[config.mk]
export PLATFORM = sky130hd
export DESIGN_NAME = pipe_stall_ctrl
export DESIGN_NICKNAME = d
export VERILOG_FILES = /design/src/rtl/pipe_stall_ctrl_pkg.sv /design/src/rtl/pipe_stall_ctrl_sat_counter.sv /design/src/rtl/pipe_stall_ctrl.sv
export SDC_FILE = /design/constraint.sdc
export NUM_CORES = 1
export LEC_CHECK = 0
export BUFFER_PORTS_ARGS = -buffer_cell sky130_fd_sc_hd__buf_2
export CAP_MARGIN = 20
export CELL_PAD_IN_SITES_DETAIL_PLACEMENT = 1
export CELL_PAD_IN_SITES_GLOBAL_PLACEMENT = 2
export CORE_UTILIZATION = 29
export DETAILED_ROUTE_END_ITERATION = 8
export PLACE_DENSITY = 0.77
export REMOVE_ABC_BUFFERS = 1
export SYNTH_ARGS = -nofsm -noshare
export SYNTH_HDL_FRONTEND = slang
export SYNTH_HIERARCHICAL = 1
export SYNTH_SLANG_ARGS = --single-unit
[constraint.sdc]
create_clock -name clk -period 2.1 [get_ports clk]
set_input_delay 0.105 -clock clk [delete_from_list [all_inputs] [get_ports clk]]
set_output_delay 0.105 -clock clk [all_outputs]
set_load 0.02 [all_outputs]
[src/rtl/pipe_stall_ctrl_pkg.sv]
// Shared definitions for the pipeline stall/flush controller: FSM encoding,
// RUN-state action priority and the default halt-drain length.
package pipe_ctrl_pkg;

  typedef enum logic [1:0] {
    RUN    = 2'd0,
    DRAIN  = 2'd1,
    HALTED = 2'd2
  } state_e;

  // Actions in RUN, listed from highest to lowest priority.
  typedef enum logic [2:0] {
    ACT_FREEZE  = 3'd0,
    ACT_FLUSH   = 3'd1,
    ACT_STALL   = 3'd2,
    ACT_HALT    = 3'd3,
    ACT_ADVANCE = 3'd4
  } run_act_e;

  localparam int DRAIN_CYC_DEFAULT = 3;

  function automatic run_act_e run_action(input logic mem_busy, input logic flush,
                                          input logic load_use, input logic halt_req);
    if (mem_busy)      return ACT_FREEZE;
    else if (flush)    return ACT_FLUSH;
    else if (load_use) return ACT_STALL;
    else if (halt_req) return ACT_HALT;
    else               return ACT_ADVANCE;
  endfunction

endpackage

[src/rtl/pipe_stall_ctrl_sat_counter.sv]
// Event counter that sticks at all-ones instead of wrapping.
module sat_counter #(
  parameter int CNT_W = 16
) (
  input  logic             clk,
  input  logic             rst,
  input  logic             inc,
  output logic [CNT_W-1:0] q
);

  always_ff @(posedge clk or posedge rst) begin
    if (rst) begin
      q <= '0;
    end else if (inc && !(&q)) begin
      q <= q + CNT_W'(1);
    end
  end

endmodule

[src/rtl/pipe_stall_ctrl.sv]
// Pipeline register enable/bubble generator with a registered ID/EX control
// bus and a halt-drain FSM (RUN -> DRAIN -> HALTED, left only through rst).
module pipe_stall_ctrl
  import pipe_ctrl_pkg::*;
#(
  parameter int CTRL_W    = 16,
  parameter int DRAIN_CYC = DRAIN_CYC_DEFAULT,
  parameter int CNT_W     = 16
) (
  input  logic              clk,
  input  logic              rst,
  input  logic              loadUse,
  input  logic              flushReq,
  input  logic              memBusy,
  input  logic              haltReq,
  input  logic [CTRL_W-1:0] ctrl_id,
  output logic [CTRL_W-1:0] ctrl_ex,
  output logic              PCWrite,
  output logic              IF_ID_Write,
  output logic              IF_ID_Flush,
  output logic              EX_MEM_Write,
  output logic              MEM_WB_Bubble,
  output logic              halted,
  output logic [CNT_W-1:0]  stallCount,
  output logic [CNT_W-1:0]  flushCount,
  output logic [1:0]        state
);

  localparam int DW = $clog2(DRAIN_CYC + 1);

  state_e            cur_state, next_state;
  run_act_e          act;
  logic [CTRL_W-1:0] ctrl_next;
  logic              flush_pend, pend_next;
  logic [DW-1:0]     drain_cnt, drain_next;
  logic              pc_en, ifid_en, ifid_nop, exmem_en, memwb_nop, stop;
  logic              stall_inc, flush_inc;

  assign act = run_action(memBusy, flushReq | flush_pend, loadUse, haltReq);

  always_comb begin
    next_state = cur_state;
    ctrl_next  = ctrl_ex;
    pend_next  = flush_pend;
    drain_next = drain_cnt;
    pc_en      = 1'b0;
    ifid_en    = 1'b0;
    ifid_nop   = 1'b0;
    exmem_en   = 1'b0;
    memwb_nop  = 1'b1;
    stop       = 1'b0;
    stall_inc  = 1'b0;
    flush_inc  = 1'b0;
    case (cur_state)
      RUN: begin
        case (act)
          ACT_FREEZE: pend_next = flush_pend | flushReq;
          ACT_FLUSH: begin
            // IF/ID stays enabled so that it actually captures the NOP.
            pc_en     = 1'b1;
            ifid_en   = 1'b1;
            ifid_nop  = 1'b1;
            exmem_en  = 1'b1;
            memwb_nop = 1'b0;
            ctrl_next = '0;
            pend_next = 1'b0;
            flush_inc = 1'b1;
          end
          ACT_STALL: begin
            exmem_en  = 1'b1;
            memwb_nop = 1'b0;
            ctrl_next = '0;
            stall_inc = 1'b1;
          end
          ACT_HALT: begin
            exmem_en   = 1'b1;
            memwb_nop  = 1'b0;
            ctrl_next  = ctrl_id;
            drain_next = DW'(DRAIN_CYC);
            next_state = DRAIN;
          end
          default: begin
            pc_en     = 1'b1;
            ifid_en   = 1'b1;
            exmem_en  = 1'b1;
            memwb_nop = 1'b0;
            ctrl_next = ctrl_id;
          end
        endcase
      end
      DRAIN: begin
        if (!memBusy) begin
          exmem_en  = 1'b1;
          memwb_nop = 1'b0;
          ctrl_next = '0;
          if (drain_cnt == DW'(1)) begin
            drain_next = '0;
            next_state = HALTED;
          end else begin
            drain_next = drain_cnt - DW'(1);
          end
        end
      end
      HALTED: begin
        stop      = 1'b1;
        ctrl_next = '0;
      end
      default: next_state = RUN;
    endcase
  end

  always_ff @(posedge clk or posedge rst) begin
    if (rst) begin
      cur_state  <= RUN;
      ctrl_ex    <= '0;
      flush_pend <= 1'b0;
      drain_cnt  <= '0;
    end else begin
      cur_state  <= next_state;
      ctrl_ex    <= ctrl_next;
      flush_pend <= pend_next;
      drain_cnt  <= drain_next;
    end
  end

  // Gate with rst so the pipe is frozen for the whole time reset is held.
  assign PCWrite       = pc_en & ~rst;
  assign IF_ID_Write   = ifid_en & ~rst;
  assign IF_ID_Flush   = ifid_nop & ~rst;
  assign EX_MEM_Write  = exmem_en & ~rst;
  assign MEM_WB_Bubble = memwb_nop | rst;
  assign halted        = stop & ~rst;
  assign state         = cur_state;

  sat_counter #(.CNT_W(CNT_W)) u_stall_cnt (
    .clk (clk),
    .rst (rst),
    .inc (stall_inc),
    .q   (stallCount)
  );

  sat_counter #(.CNT_W(CNT_W)) u_flush_cnt (
    .clk (clk),
    .rst (rst),
    .inc (flush_inc),
    .q   (flushCount)
  );

endmodule

==> flow_summary.toml <==
[layout]
layout.nets = 381
nFillCells = 1048
fin_cells = 460
antenna_cells = 0
final_util_pct = 39.7
synthToLayoutAreaGrowth_pct = 30.8
layout-drive-gt1-share_pct = 36.9

[logic_synthesis]
synth_edf_count = 0
async_flop_share_pct = 100
synth_area_um2 = 2690
ys.flop_type = "dfrtp_1"
synth_area_leaders = "dfrtp_1, xnor2_1, nand3_1, o2bb2ai_1, ha_1"
yosysUniqueCellTypes = 39
synth_top_area_share_pct = 49.3
syn_inst = 251
ys_seq_area_share_pct = 49.3
synth_warnings = 6
synth-seq-cells = 53
syn_area_per_cell_um2 = 10.7
synth_most_common_cell = "dfrtp_1"
synthTopCellsByCount = "dfrtp_1, nand3_1, xnor2_1, o2bb2ai_1, nor2_1"
yosysTopAreaCell = "dfrtp_1"

[routing]
firstDrtPassIters = 6
antenna_left = 0
via_per_inst = 5.00
drc = 0
drtIter0Drc = 77
routed_wl_um = 7360
wl_per_cell_um = 16.0
vias = 2300

[power]
max-vdd-ir-drop_v = 0.000477
power_density_nw_per_um2 = 1100
leakagePower_uw = 0.00172

[die]
die_y_um = 98.3
core_area_um2 = 8850
start_util_pct = 30.4
die_area_um2 = 9660
placementRows = 34
die_x_um = 98.3
design.portCount = 78

[setup_path]
cp.required_ns = 2.30
r2r_end = "u_stall_cnt/q[1]$_DFFE_PP0P_"
critPathMaxFanout = 4
worstSetupEndpointType = "register"
cp-startpoint = "u_stall_cnt/q[0]$_DFFE_PP0P_"
criticalPathCategory = "reg2reg"
critPathCapture = "u_stall_cnt/q[1]$_DFFE_PP0P_"
cp_cell_sequence = "ha_1 > nand4_2 > or4_1 > nand2_4 > mux2_4"
crit_arrival_ns = 2.20
r2r-start = "u_stall_cnt/q[0]$_DFFE_PP0P_"
critPathMaxStageDelay_ns = 0.64
crit_buf_inv = 0
r2r_cells = 5
critPathSlowestCell = "or4_1"
cp-start-kind = "register"
cp_num_cells = 5
crit_family = "simple AND/OR/NAND/NOR gates"
ff2ff_setup_slack_ns = 0.1

[timing]
drv_slew = 0
hold_viol_final = 0
slew_headroom_pct = 55.2
clock.fmax_mhz = 499
setup_slack_ns = 0.0979
period_needed_ns = 2.00
skew_ns = 0.00747
rsz0062_at_grt = "no"
fin_setup_tns_ns = 0
period_share_pct = 95.3
worstMarginPinSlew_ns = 0.672
setup_violations = 0

[hold_path]
hp-class = "in2reg"

[clock_tree]
cts-buffers-inserted = 5
cts_tree = "yes"
cts-root-buf = "clkbuf_8"
h-tree-depth = 2
clockBufferDepth = 2
path_clk_slew_ns = 0.10
clock_latency_ns = 0.31
post-cts-setup-buffers = 0
clkSinkCount = 53

[global_routing]
grt_pass1_wl_um = 12500
grt_pass1_vias = 2471
grt_max_degree = 22
grt_usage_pct = 15.9
gr-total-overflow = 0
grt_antenna_before_repair = 0

[place]
hpwl_um = 5560
port_buffers = 77
dp_cells = 451
place_ws_ns = -0.0508
place.gp.congestion = 0.758

[outcome]
status = "finished, final reports clean"

[flow_run]
max-cap-violations = 0
## worst min-delay path, delay by kind of cell
family	cells	cell delay, ns
compound gates	1	0.05
simple gates	1	0.05
buf+inv	1	0.10
## repair_timing
action / in CTS / in global routing
hold buffers: 1 / 0
endpoints found under the hold margin: 53 / 0
pin swaps: 1 / 3
cloned: 0 / 0
resized for setup: 2 / 9
endpoints found under the setup margin: 1 / 3
## sequential cells by signal, indices dropped and copies added, names as in the netlist
signal / count
u_flush_cnt/q: 16
ctrl_ex: 16
state: 2
u_stall_cnt/q: 16
drain_cnt: 2
flush_pend: 1
## stage by stage
| step | cell area, um2 | power [uW] | hold WS, ns |
|---|---|---|---|
| 2_1_floorplan | 2630 | 2450 | 0.0187 |
| 3_3_place_gp | 3330 | 3110 | 0.236 |
| 3_5_place_dp | 3330 | 3160 | 0.245 |
| 4_1_cts | 3470 | 3910 | 0.0243 |
| 5_1_grt | 3520 | 4170 | 0.0294 |
| 6_report | 3520 | 3880 | 0.0282 |
## how the worst min path moves through the flow
stage                 from                      endpoint  slack (ns)  cells after the start
6_report        ctrl_id[8]        ctrl_ex[8]$_DFFE_PP0P_        0.03                      3
5_1_grt        ctrl_id[15]       ctrl_ex[15]$_DFFE_PP0P_        0.03                      3
4_1_cts         ctrl_id[4]        ctrl_ex[4]$_DFFE_PP0P_        0.02                      3
3_5_place_dp           rst          state[1]$_DFFE_PP0P_        0.25                      3
3_3_place_gp           rst        flush_pend$_DFFE_PP0P_        0.24                      3
2_1_floorplan          rst  u_flush_cnt/q[0]$_DFFE_PP0P_        0.02                      1
## layer usage
metal	track usage (%)	vias to the layer above	part of all wire, %	wire, um
met1	21.1	1152	47	3430
met4	3.10	0	0.76	56
met2	27.4	35	50	3670
met3	2.86	6	2.8	206
li1	-	1107	-	-
met5	0	-	0	0
## cell usage in the layout (no fill, tap or decap), types with 9 or more instances in the layout
cell type | Yosys | routed
buf_2 | 2 | 77
dfrtp_1 | 53 | 53
nor2_1 | 12 | 12
xnor2_1 | 20 | 20
o2bb2ai_1 | 17 | 17
nand4_1 | 10 | 10
buf_4 | 2 | 25
inv_1 | 11 | 9
nand2_1 | 9 | 9
nand3_1 | 34 | 34
## where the power goes
group / leakage (uW) / switching, uW / internal (uW)
registers: 0.000708 / 155 / 1220
clock network: 0.0000543 / 357 / 357
logic: 0.000953 / 1050 / 732
total: 0.00172 / 1570 / 2310
## cell families after synthesis
group                      Yosys count  synth area share, %
DFF                                 53                 49.3
AOI/OAI and AO/OA                   32                 9.36
buffers and inverters               21                 3.86
adders and majority gates            8                 3.72
xor gates and xnor gates            28                 9.12
muxes                                6                 2.79
and+or+nand+nor                    103                 21.8
## area by class of cell
cell class	count	area, um2	area share, %
Multi-Input combinational cell	177	1320	37.4
Tap cell	108	135	3.84
Inverter	11	41.3	1.17
Clock buffer	5	68.8	1.96
Timing Repair Buffer	103	583	16.6
Clock inverter	3	46.3	1.32
Sequential cell	53	1330	37.7
No activity file was read; power rests on OpenSTA's default activity.
